$ cat config.mk
export PLATFORM = sky130hd
export DESIGN_NAME = flt2int_flat
export DESIGN_NICKNAME = d
export VERILOG_FILES = /design/src/rtl/flt2int_if.sv /design/src/rtl/flt2int.sv /design/src/flat_wrapper.sv
export SDC_FILE = /design/constraint.sdc
export NUM_CORES = 1
export LEC_CHECK = 0
export ABC_AREA = 0
export CAP_MARGIN = 0
export CORE_UTILIZATION = 57
export DETAILED_ROUTE_END_ITERATION = 10
export GPL_TIMING_DRIVEN = 1
export PLACE_DENSITY = 0.87
export SYNTH_ARGS = -nofsm -noshare
export SYNTH_HDL_FRONTEND = slang
export SYNTH_SLANG_ARGS = --single-unit
$ cat constraint.sdc
create_clock -name clk -period 5.7 [get_ports clk]
set_input_delay 1.14 -clock clk [delete_from_list [all_inputs] [get_ports clk]]
set_output_delay 1.14 -clock clk [all_outputs]
set_load 0.03 [all_outputs]
$ cat src/rtl/flt2int_if.sv
// ---------------------------------------------------------------------------
// flt2int_if
// Start/done handshake bundle for the flt2int half-float to integer converter.
//   start    request pulse, sampled only while the converter is idle
//   flt_in   16-bit half-precision operand {sgn, exp[4:0], mant[9:0]}
//   busy     converter is working (every state except idle)
//   done     one-cycle pulse, int_out/ovf valid from this cycle on
//   int_out  16-bit sign-magnitude result {sgn, mag[14:0]}
//   ovf      magnitude saturated to 0x7FFF
// master: the requester (software/bench); slave: the converter.
// ---------------------------------------------------------------------------
interface flt2int_if;
  logic        start;
  logic [15:0] flt_in;
  logic        busy;
  logic        done;
  logic [15:0] int_out;
  logic        ovf;

  modport master (
    output start, flt_in,
    input  busy, done, int_out, ovf
  );

  modport slave (
    input  start, flt_in,
    output busy, done, int_out, ovf
  );
endinterface

$ cat src/rtl/flt2int.sv
// ---------------------------------------------------------------------------
// flt2int
// Sequential half-precision float to 16-bit sign-magnitude integer converter.
// The significand is aligned one bit per cycle (right for small exponents,
// left for large ones), optionally rounded, then written out with a done
// pulse. Latency from the accepting edge to done is n+1 cycles (n <= 11).
//
// Ports:
//   clk    rising-edge clock
//   reset  asynchronous, active-high; aborts any conversion, clears outputs
//   bus    flt2int_if.slave (start, flt_in, busy, done, int_out, ovf)
//
// Build option:
//   FLT2INT_ROUND_EN  defined   -> round-to-nearest-even on right shifts
//                     undefined -> truncate toward zero (guard/sticky absent)
// ---------------------------------------------------------------------------
module flt2int (
  input  logic      clk,
  input  logic      reset,
  flt2int_if.slave  bus
);

  typedef enum logic [1:0] {
    S_IDLE  = 2'd0,
    S_SHIFT = 2'd1,
    S_ROUND = 2'd2,
    S_DONE  = 2'd3
  } state_t;

  state_t      r_state;
  logic [14:0] r_mag;
  logic [3:0]  r_cnt;
  logic        r_left;
  logic        r_sgn;
  logic        r_ovf_pend;
  logic        r_busy;
  logic        r_done;
  logic [15:0] r_int_out;
  logic        r_ovf;

  // Operand fields and hidden-bit significand.
  logic        w_sgn;
  logic [4:0]  w_exp;
  logic [9:0]  w_mant;
  logic [10:0] w_sig;
  logic [4:0]  w_rdist;
  logic [4:0]  w_ldist;

  assign w_sgn   = bus.flt_in[15];
  assign w_exp   = bus.flt_in[14:10];
  assign w_mant  = bus.flt_in[9:0];
  assign w_sig   = {1'b1, w_mant};
  assign w_rdist = 5'd25 - w_exp;   // meaningful for exp 14..24 (1..11)
  assign w_ldist = w_exp - 5'd25;   // meaningful for exp 26..29 (1..4)

  // Load-time classification of the exponent.
  logic [14:0] w_ld_mag;
  logic [3:0]  w_ld_cnt;
  logic        w_ld_left;
  logic        w_ld_ovf;

  always_comb begin
    // NOTE: every output of this block gets a default first so no path
    // through the if-chain leaves a value unassigned (no latch).
    w_ld_mag  = '0;
    w_ld_cnt  = '0;
    w_ld_left = 1'b0;
    w_ld_ovf  = 1'b0;
    if (w_exp <= 5'd13) begin
      // exp 0 flushes subnormals; exp 1..13 is below 0.5 in magnitude.
      w_ld_mag = '0;
    end else if (w_exp <= 5'd24) begin
      w_ld_mag = {4'b0, w_sig};
      w_ld_cnt = w_rdist[3:0];
    end else if (w_exp == 5'd25) begin
      w_ld_mag = {4'b0, w_sig};
    end else if (w_exp <= 5'd29) begin
      w_ld_mag  = {4'b0, w_sig};
      w_ld_cnt  = w_ldist[3:0];
      w_ld_left = 1'b1;
    end else begin
      // exp 30 and 31 (inf/NaN) saturate.
      w_ld_mag = 15'h7FFF;
      w_ld_ovf = 1'b1;
    end
  end

  // Final magnitude written in ROUND. Neither path can overflow 15 bits:
  // left shifts top out at 32752, rounded right shifts at 1024.
  logic [14:0] w_mag_final;

`ifdef FLT2INT_ROUND_EN
  logic r_guard;   // last bit shifted out
  logic r_sticky;  // OR of every bit shifted out before the guard bit
  logic w_round_up;

  assign w_round_up  = r_guard & (r_sticky | r_mag[0]);
  assign w_mag_final = r_mag + {14'b0, w_round_up};
`else
  assign w_mag_final = r_mag;
`endif

  // NOTE: sequential state uses non-blocking assignments only, so every
  // register samples the pre-edge values regardless of statement order.
  always_ff @(posedge clk or posedge reset) begin
    if (reset) begin
      r_state    <= S_IDLE;
      r_mag      <= '0;
      r_cnt      <= '0;
      r_left     <= 1'b0;
      r_sgn      <= 1'b0;
      r_ovf_pend <= 1'b0;
      r_busy     <= 1'b0;
      r_done     <= 1'b0;
      r_int_out  <= '0;
      r_ovf      <= 1'b0;
`ifdef FLT2INT_ROUND_EN
      r_guard    <= 1'b0;
      r_sticky   <= 1'b0;
`endif
    end else begin
      case (r_state)
        S_IDLE: begin
          if (bus.start) begin
            r_sgn      <= w_sgn;
            r_mag      <= w_ld_mag;
            r_cnt      <= w_ld_cnt;
            r_left     <= w_ld_left;
            r_ovf_pend <= w_ld_ovf;
            r_busy     <= 1'b1;
`ifdef FLT2INT_ROUND_EN
            r_guard    <= 1'b0;
            r_sticky   <= 1'b0;
`endif
            r_state    <= (w_ld_cnt != 4'd0) ? S_SHIFT : S_ROUND;
          end
        end

        S_SHIFT: begin
          if (r_left) begin
            r_mag <= {r_mag[13:0], 1'b0};
          end else begin
            r_mag <= {1'b0, r_mag[14:1]};
`ifdef FLT2INT_ROUND_EN
            // The previous guard bit joins the sticky set as a new one drops.
            r_guard  <= r_mag[0];
            r_sticky <= r_sticky | r_guard;
`endif
          end
          r_cnt <= r_cnt - 4'd1;
          if (r_cnt == 4'd1) begin
            r_state <= S_ROUND;
          end
        end

        S_ROUND: begin
          r_int_out <= {r_sgn, w_mag_final};
          r_ovf     <= r_ovf_pend;
          r_done    <= 1'b1;
          r_state   <= S_DONE;
        end

        S_DONE: begin
          r_done  <= 1'b0;
          r_busy  <= 1'b0;
          r_state <= S_IDLE;
        end

        default: begin
          r_state <= S_IDLE;
        end
      endcase
    end
  end

  assign bus.busy    = r_busy;
  assign bus.done    = r_done;
  assign bus.int_out = r_int_out;
  assign bus.ovf     = r_ovf;

endmodule

$ cat src/flat_wrapper.sv
// flat-port wrapper written by rule: the top's interface ports become plain ports
module flt2int_flat 
  (clk, reset, bus_start, bus_flt_in, bus_busy, bus_done, bus_int_out, bus_ovf);
  flt2int_if bus_i ();
  input  logic clk;
  input  logic reset;
  input wire logic [$bits(bus_i.start)-1:0] bus_start;
  input wire logic [$bits(bus_i.flt_in)-1:0] bus_flt_in;
  output wire logic [$bits(bus_i.busy)-1:0] bus_busy;
  output wire logic [$bits(bus_i.done)-1:0] bus_done;
  output wire logic [$bits(bus_i.int_out)-1:0] bus_int_out;
  output wire logic [$bits(bus_i.ovf)-1:0] bus_ovf;
  assign bus_i.start = bus_start;
  assign bus_i.flt_in = bus_flt_in;
  assign bus_busy = bus_i.busy;
  assign bus_done = bus_i.done;
  assign bus_int_out = bus_i.int_out;
  assign bus_ovf = bus_i.ovf;
  flt2int u_core (.clk(clk), .reset(reset), .bus(bus_i));
endmodule
==> results of run 1 <==
-- worst reg2reg max path, cell delays in order, from the launching register on --
cell                       delay (ps)
sky130_fd_sc_hd__dfrtp_1          400
sky130_fd_sc_hd__inv_1            100
sky130_fd_sc_hd__ha_1             890
sky130_fd_sc_hd__mux2i_2          150
sky130_fd_sc_hd__buf_4            300
sky130_fd_sc_hd__nor3b_1          280
sky130_fd_sc_hd__nand2_1          100
sky130_fd_sc_hd__o311ai_0         110
-- metrics by stage --
stage                     hold slack [ps]  power (uW)  area [um^2]  std cells  worst slack (ps)
final                               499.3        1540         2890        308              2104
after global routing                523.7        1643         2890        308              1971
after global placement              477.0        1263         2778        300              2042
after floorplan                     461.8        1072         2379        224              2985
after detailed placement            490.9        1301         2778        300              1899
after CTS                           503.3        1545         2890        308              2216
-- registers in the layout (all words and copies together) (netlist names) --
signal,cells
u_core.bus.int_out,16
u_core.r_mag,15
u_core.r_cnt,4
u_core.r_state,2
u_core.bus.busy,1
u_core.bus.done,1
u_core.bus.ovf,1
u_core.r_left,1
u_core.r_ovf_pend,1
u_core.r_sgn,1
-- kinds of logic (layout without fill, tap and decap cells) --
kind of cell / Yosys count / count (layout) / synth area share, %
and+or+nand+nor: 54 / 54 / 10.42
adders and majority gates: 12 / 12 / 6.312
AOI/OAI and AO/OA: 52 / 52 / 16.47
DFF: 43 / 43 / 45.24
xor gates and xnor gates: 2 / 2 / 0.7366
muxes: 36 / 36 / 16.73
buffers and inverters: 25 / 59 / 4.103
-- layout by cell type (no fill, tap or decap), drive strengths merged, types with 5 or more instances in the layout --
master and n:
dfrtp 43, clkdlybuf4s50 37, mux2 30, nand2 24, nor2 17, o21ai 16
inv 12, ha 12, a2bb2oi 9, a211oi 6, mux2i 6, nor2b 5
a21o 5, clkbuf 5
-- area by class of cell --
class | count | area, um^2
clock buffer | 5 | 68.82
clock inverter | 3 | 43.79
fill | 307 | 1110
inverter | 12 | 45.04
multi-input combinational | 156 | 1209
sequential | 43 | 1076
tap | 50 | 62.56
timing repair buffer | 39 | 385.4
-- worst paths after layout --
| kind | endpoint | slack, ps | depth (start not counted) |
|---|---|---|---|
| max | u_core.r_mag[13] | 2100 | 8 |
| min | u_core.bus.ovf | 500 | 1 |
| max reg2reg | u_core.r_cnt[2] | 3250 | 7 |
| min reg2reg | u_core.bus.ovf | 500 | 1 |
| max in group asynchronous | u_core.r_cnt[0] | 4050 | 3 |
| min in group asynchronous | u_core.bus.done | 1280 | 3 |
-- power breakdown --
group	leakage [uW]	total [uW]	internal (uW)	switching [uW]
sequential	0.000552	537	430	108
combinational	0.000716	763	355	408
clock	0.0000581	240	130	109
-- layer usage --
layer	routed length [um]	GRT usage, %
met5	0	0
met4	59	9.840
met3	195	4.110
met2	2407	40.53
met1	2190	31.83
==> impl_metrics.toml, run 1 <==
[clock_network]
cts_buf_count = 5
clock_sink_count = 43
path_clk_slew_ps = 90
clock_tree_from_tritoncts = "done"
cts_stage_hold_buffer_count = 0
max-clock-path-buffers = 2
root_buffer_cell = "sky130_fd_sc_hd__clkbuf_8"
clock_insertion_delay_worst_skew_ps = 300
number_of_setup_buffers_added_after_cts = 0
clock_tree.htree_level_count = 2
cts.repair.resized = 0

[pwr]
vdd_drop_max_uv = 336.5
power_leakage_uw = 0.001326
power.density_nw_per_um2 = 532.8

[sta]
slew_headroom_pct = 20.92
finalSetupViolations = 0
final-hold-violation-count = 0
finalClockSkew_ps = 6.946
report.final.slew_viol_count = 0
grt_setup_unrepaired = "false"
max_clock_freq_ghz = 0.2781
max_slew.worst_pin.slew_ps = 1183
finalCriticalPeriod_ps = 3596
post-route-period-util_pct = 63.08
setup_total_negative_slack_ps = 0

[setup_path]
crit_path_cell_trace = "clkdlybuf4s50_1 > inv_1 > ha_1 > nor2b_1 > nor4b_2 > nor2_1 > a211oi_1 > a21o_1"
setup.worst_path.start = "bus_flt_in[12]"
cp-end-kind = "register"
timing.critical_path.max_delay_family = "simple AND/OR/NAND/NOR gates"
crit_arrival_ps = 3840
timing.critical_path.from_type = "input pin"
critPathMaxFanout = 13
critical_path.max_stage_delay_ps = 960
critical_path_class = "in -> reg"
r2r-start = "u_core.r_state[1]"
critical_path_required_ps = 5950
critical_path.slowest_cell = "sky130_fd_sc_hd__nor4b_2"
wp_buf_inv = 2

[grt]
grt.total_usage_pct = 24.57
grt_start_max_net_pins = 44
global_route_wire_length_before_repair_um = 8059
grt_pass1_vias = 1727
total_grt_overflow = 0
antenna_found_initial = 0

[placed_design]
place.port_buffers = 37
globalplace.congestion = 0.8327
detailed_place_hpwl_um = 3331

[status]
status = "finished, final reports clean"

[floorplanning]
die-area_um2 = 4435
design.portCount = 38
die_height_um = 66.60
effective_utilization_at_floorplan_pct = 59.46
die_width_um = 66.60
core_region_area_um2 = 4000
cell_rows = 23

[synthesis]
number_of_warning_messages_in_the_yosys_log = 0
synth_enable_flop_cells = 0
synth_cells = 224
synth_seq_cells = 43
synthesis.nets = 255
yosysMostFrequentCell = "sky130_fd_sc_hd__dfrtp_1"
post_synthesis_average_cell_area_um2 = 10.62
yosysUniqueCellTypes = 38
synthesis.area_um2 = 2379
yosys-top-cells-area = "sky130_fd_sc_hd__dfrtp_1 45%, sky130_fd_sc_hd__mux2_2 14%, sky130_fd_sc_hd__ha_1 6.3%"
dominantRegCellSynth = "sky130_fd_sc_hd__dfrtp_1"
sequential_element_share_of_the_synthesized_area_pct = 45.24
yosys_top_cell_area_share_pct = 45.24
synthArstFlopShare_pct = 100.0
ys_top_cells_by_count = "43 x sky130_fd_sc_hd__dfrtp_1, 30 x sky130_fd_sc_hd__mux2_2, 24 x sky130_fd_sc_hd__nand2_1, 17 x sky130_fd_sc_hd__nor2_1"
post-synth-top-area-cell = "sky130_fd_sc_hd__dfrtp_1"

[final_layout]
fin_nets = 288
layout-area-overhead-vs-synth_pct = 21.51
n_antenna_cell = 0
utilization_pct = 72.26
drive_above_1_share_pct = 17.44

[route]
drt_first_pass_iters = 4
drc_violation_count_after_routing = 0
postRouteWirelength_um = 4853
antenna_violating_nets_post_route = 0
route.detailed.vias_per_inst = 5.747
route.vias.total = 1770
avgRoutedWirePerCell_um = 15.76
1st_iter_drt_viols = 114

[min_path]
hold_path_startpoint = "u_core.r_ovf_pend"
hold_path_class = "reg -> reg"

[flow_run]
drv.max_cap_violation_count = 0
Power figures use the tool's default switching activity.
==> inputs of run 2 (changes only) <==
--- a/config.mk
+++ b/config.mk
@@ -7,10 +7,10 @@
 export LEC_CHECK = 0
 export ABC_AREA = 0
 export CAP_MARGIN = 0
-export CORE_UTILIZATION = 57
+export CORE_UTILIZATION = 48
 export DETAILED_ROUTE_END_ITERATION = 10
 export GPL_TIMING_DRIVEN = 1
-export PLACE_DENSITY = 0.87
+export PLACE_DENSITY = 0.79
 export SYNTH_ARGS = -nofsm -noshare
 export SYNTH_HDL_FRONTEND = slang
 export SYNTH_SLANG_ARGS = --single-unit
==> constraint.sdc (replaced) <==
create_clock -name clk -period 2.9 [get_ports clk]
set_input_delay 0.58 -clock clk [delete_from_list [all_inputs] [get_ports clk]]
set_output_delay 0.58 -clock clk [all_outputs]
set_load 0.03 [all_outputs]
==> run 2 against run 1 <==
  * Total power rose by 100%
  * Largest power group unchanged
  * Wire length fell by 3.0%
  * Sequential power rose by 96%
  * Global-route usage fell by 4.3 points
  * Hold slack got worse by 5.1 ps
  * Register-to-register slack got worse by 2500 ps
  * Cell count rose by 7.1%
  * Final area rose by 2.7%
  * Sequential cell count did not move
==> impl_metrics.toml, run 2 (synthesized netlist as in run 1, its figures left out) <==
[pwr]
vdd_drop_max_uv = 575.3
sequential_share_of_power_pct = 33.8
total_power_uw = 3117
intPower_uw = 1916
switchingPower_uw = 1201
power.clock.fraction_pct = 17.5
power.density_nw_per_um2 = 1050
power.switching_fraction_pct = 38.52
comb_power_share_pct = 48.7
power_leakage_uw = 0.001358

[final_layout]
fin_nets = 293
n_antenna_cell = 0
nFillCells = 399
layout.area.seq_um2 = 1076
drive_above_1_share_pct = 18.63
utilization_pct = 62.45
area_used_by_multi_input_combinational_logic_um2 = 1209
layout-area-overhead-vs-synth_pct = 24.83
final_cell_area_um2 = 2969
max_reg_flops = 16
layout.cells.most_common = "sky130_fd_sc_hd__dfrtp_1"
layout.cells.most_common_list = "43 x sky130_fd_sc_hd__dfrtp_1, 37 x sky130_fd_sc_hd__clkdlybuf4s50_1, 30 x sky130_fd_sc_hd__mux2_2"

[placed_design]
globalplace.congestion = 0.8108
detailed_place_hpwl_um = 3204
place.port_buffers = 37
placedInstanceArea_um2 = 2836

[grt]
grt.total_usage_pct = 20.30
grt_pass1_vias = 1761
antenna_found_initial = 0
global_route_wire_length_before_repair_um = 8273
total_grt_overflow = 0
grt_start_max_net_pins = 44

[clock_network]
root_buffer_cell = "sky130_fd_sc_hd__clkbuf_8"
max-clock-path-buffers = 2
number_of_setup_buffers_added_after_cts = 0
clock_sink_count = 43
cts_buf_count = 5
cts_stage_hold_buffer_count = 0
clock_insertion_delay_worst_skew_ps = 300
clock_tree_from_tritoncts = "done"
path_clk_slew_ps = 80
cts.repair.resized = 0
clock_tree.htree_level_count = 2

[route]
avgRoutedWirePerCell_um = 14.27
antenna_violating_nets_post_route = 0
1st_iter_drt_viols = 120
drt_first_pass_iters = 5
drc_violation_count_after_routing = 0
route.vias.total = 1800
route.detailed.vias_per_inst = 5.455
postRouteWirelength_um = 4708

[sta]
finalSetupViolations = 0
final-hold-violation-count = 0
finalCriticalPeriod_ps = 2544
finalHoldWorstSlack_ps = 494.1
setup_total_negative_slack_ps = 0
slew_headroom_pct = 53.64
finalClockSkew_ps = 3.905
grt_setup_unrepaired = "false"
report.final.slew_viol_count = 0
max_slew.worst_pin.slew_ps = 695.3
post-route-period-util_pct = 87.72
max_clock_freq_ghz = 0.3931

[status]
status = "finished, final reports clean"

[setup_path]
critical_path.slowest_cell = "sky130_fd_sc_hd__clkdlybuf4s50_1"
critical_path_class = "in -> reg"
critical_path.max_stage_delay_ps = 510
ff2ff_path_depth = 4
crit_path_cell_trace = "clkdlybuf4s50_1 > inv_1 > ha_1 > a21o_1 > a31o_2 > a32o_1 > a2111oi_4 > a211oi_1"
timing.critical_path.from_type = "input pin"
critical_path_required_ps = 3070
r2r-end = "u_core.r_mag[0]"
critPathMaxFanout = 6
reg2reg_slack_ps = 770
cp-end-kind = "register"
r2r-start = "u_core.r_state[0]"
crit_arrival_ps = 2710
setup.worst_path.start = "bus_flt_in[11]"

[floorplanning]
core_region_area_um2 = 4755
effective_utilization_at_floorplan_pct = 50.03
cell_rows = 25
die_width_um = 72.40
die-area_um2 = 5241
die_height_um = 72.40
design.portCount = 38

[flow_run]
drv.max_cap_violation_count = 0

[min_path]
hold_path_class = "reg -> reg"
hold_end = "u_core.bus.done"
hold_path_startpoint = "u_core.bus.done"
min_path_cells = 2
==> run 2: worst max path at each step <==
stage	end	slack, ps	cells past startpoint
2_1_floorplan	u_core.r_state[0]	740	7
6_report	u_core.r_state[0]	360	8
4_1_cts	u_core.r_state[0]	370	8
5_1_grt	u_core.r_state[1]	250	8
3_3_place_gp	u_core.r_state[0]	100	8
3_5_place_dp	u_core.r_state[1]	60	8
==> run 2: through the flow <==
step | setup slack (ps) | instances
final | 356.0 | 330
after global routing | 250.7 | 330
after global placement | 104.4 | 322
after CTS | 371.5 | 330
after floorplan | 744.5 | 224
after detailed placement | 64.23 | 322
==> run 2: final cells by class <==
type / instances / share of cell area, %
timing repair buffer: 44 / 14.24
inverter: 12 / 1.517
multi-input combinational: 156 / 40.71
tap: 67 / 2.823
clock inverter: 2 / 2.023
sequential: 43 / 36.24
clock buffer: 6 / 2.444
==> run 2: worst max-delay path, delay by kind of cell <==
family	cells	cell delay (ps)
AOI/OAI and AO/OA	5	1270
buffers and inverters	2	630
adders and majority gates	1	220
==> run 2: power groups by stage <==
stage / Clock [uW] / Sequential (uW) / Combinational [uW]
final: 545 / 1050 / 1520
after global routing: 574 / 1090 / 1680
after CTS: 559 / 1050 / 1530
after detailed placement: 0 / 1060 / 1510
after global placement: 0 / 1050 / 1490
after floorplan: 0 / 1190 / 915
==> run 2: per-layer routing <==
layer	vias up	global-route usage, %	wire, um	share of wire, %
met5	-	0	0	0
met4	0	5.882	59	1.3
met3	5	4.722	188	4.0
met2	39	33.33	2251	48
met1	889	26.84	2209	47
li1	867	-	-	-
==> inputs of run 3 (changes only) <==
--- a/config.mk
+++ b/config.mk
@@ -11,6 +11,7 @@
 export DETAILED_ROUTE_END_ITERATION = 10
 export GPL_TIMING_DRIVEN = 1
 export PLACE_DENSITY = 0.79
+export REMOVE_ABC_BUFFERS = 1
 export SYNTH_ARGS = -nofsm -noshare
 export SYNTH_HDL_FRONTEND = slang
 export SYNTH_SLANG_ARGS = --single-unit
==> run 3 against run 2 <==
  * Via count fell by 1.1%
  * Wire length decreased by 2.4%
  * Largest power group unchanged
  * Final area increased by 0.42%
  * Highest routed layer unchanged
  * Critical path depth unchanged
==> impl_metrics.toml, run 3 (synthesized netlist as in run 1, its figures left out) <==
[min_path]
min_path_cells = 2
hold_path_class = "reg -> reg"

[grt]
total_grt_overflow = 0
grt.total_usage_pct = 19.58
grt_pass1_vias = 1759
grt_start_max_net_pins = 44
global_route_wire_length_before_repair_um = 7976
antenna_found_initial = 0

[pwr]
power.density_nw_per_um2 = 1021
power_leakage_uw = 0.001366
total_power_uw = 3046
vdd_drop_max_uv = 470.8

[setup_path]
cp-end-kind = "register"
critical_path_class = "in -> reg"
critical_path_required_ps = 3060
timing.critical_path.from_type = "input pin"
ff2ff_path_depth = 7
crit_arrival_ps = 2700
r2r-end = "u_core.r_cnt[3]"
critical_path.endpoint = "u_core.r_state[0]"
r2r-start = "u_core.r_state[1]"
critPathMaxFanout = 6
setup.worst_path.start = "bus_flt_in[12]"
reg2reg_slack_ps = 840

[sta]
finalCriticalPeriod_ps = 2535
setup_total_negative_slack_ps = 0
finalClockSkew_ps = 4.262
final-hold-violation-count = 0
slew_headroom_pct = 53.80
report.final.slew_viol_count = 0
max_clock_freq_ghz = 0.3944
finalSetupViolations = 0
grt_setup_unrepaired = "false"
max_slew.worst_pin.slew_ps = 693.1
post-route-period-util_pct = 87.42

[route]
avgRoutedWirePerCell_um = 13.84
drt_first_pass_iters = 4
route.detailed.vias_per_inst = 5.364
drc_violation_count_after_routing = 0
antenna_violating_nets_post_route = 0
route.vias.total = 1781
postRouteWirelength_um = 4595
1st_iter_drt_viols = 101

[flow_run]
drv.max_cap_violation_count = 0

[floorplanning]
core_region_area_um2 = 4755
effective_utilization_at_floorplan_pct = 50.03
design.portCount = 38
die_height_um = 72.40
cell_rows = 25
die_width_um = 72.40
die-area_um2 = 5241

[clock_network]
max-clock-path-buffers = 2
clock_tree_from_tritoncts = "done"
path_clk_slew_ps = 80
clock_insertion_delay_worst_skew_ps = 290
cts.repair.resized = 0
cts_stage_hold_buffer_count = 0
cts_buf_count = 5
clock_sink_count = 43
root_buffer_cell = "sky130_fd_sc_hd__clkbuf_8"
number_of_setup_buffers_added_after_cts = 0
clock_tree.htree_level_count = 2

[placed_design]
detailed_place_hpwl_um = 3201
place.port_buffers = 37
globalplace.congestion = 0.8890
numPlacedInstances = 324

[final_layout]
layout.area.seq_um2 = 1076
layout.cells.most_common_list = "43 x sky130_fd_sc_hd__dfrtp_1, 37 x sky130_fd_sc_hd__clkdlybuf4s50_1, 30 x sky130_fd_sc_hd__mux2_2"
fin_nets = 295
area_used_by_multi_input_combinational_logic_um2 = 1209
layoutNonFillerInstCount = 332
n_antenna_cell = 0
layout.cells.most_common = "sky130_fd_sc_hd__dfrtp_1"
layout-area-overhead-vs-synth_pct = 25.36
max_reg_flops = 16
nFillCells = 399
drive_above_1_share_pct = 19.62

[status]
status = "finished, final reports clean"
## run 3: per-stage QoR
step,utilization (%),hold WS (ps),cell area [um^2],worst slack [ps]
after floorplan,-,461.8,2326,-55.04
after global placement,60.24,470.2,2864,131.5
after detailed placement,60.24,480.9,2864,44.50
after CTS,62.71,499.7,2982,350.4
after global routing,62.71,525.3,2982,233.7
final,62.71,492.7,2982,364.7
## run 3: how the worst min path moves through the flow
| stage | start | to | slack, ps |
|---|---|---|---|
| final | u_core.bus.done | u_core.bus.done | 490 |
| after CTS | u_core.bus.done | u_core.bus.done | 500 |
| after detailed placement | u_core.bus.done | u_core.bus.done | 480 |
| after global placement | u_core.bus.done | u_core.bus.done | 470 |
| after floorplan | u_core.r_cnt[1] | u_core.r_cnt[1] | 460 |
| after global routing | u_core.r_sgn | u_core.r_sgn | 530 |
## run 3: final cells by class
cell class | instances | share of cell area (%)
tap | 67 | 2.812
sequential | 43 | 36.09
timing repair buffer | 46 | 15.11
inverter | 12 | 1.511
clock buffer | 6 | 2.770
clock inverter | 2 | 1.175
multi-input combinational | 156 | 40.54
## run 3: report_power, final
part	switching, uW	internal, uW
clock network	200	279
registers	204	845
logic	788	730
## run 3: worst max-delay path, stage by stage
cell and delay, ps:
sky130_fd_sc_hd__clkdlybuf4s50_1 590, sky130_fd_sc_hd__inv_1 90, sky130_fd_sc_hd__ha_1 210, sky130_fd_sc_hd__nor2b_1 170
sky130_fd_sc_hd__or2_1 250, sky130_fd_sc_hd__a32o_1 310, sky130_fd_sc_hd__a2111oi_4 360, sky130_fd_sc_hd__a211oi_1 130
## run 3: per-layer routing
metal | track usage, % | routed length [um] | part of all wire [%]
met5 | 0 | 0 | 0
met4 | 5.882 | 74 | 1.6
met3 | 4.028 | 162 | 3.5
met2 | 33.75 | 2186 | 48
met1 | 24.80 | 2172 | 47
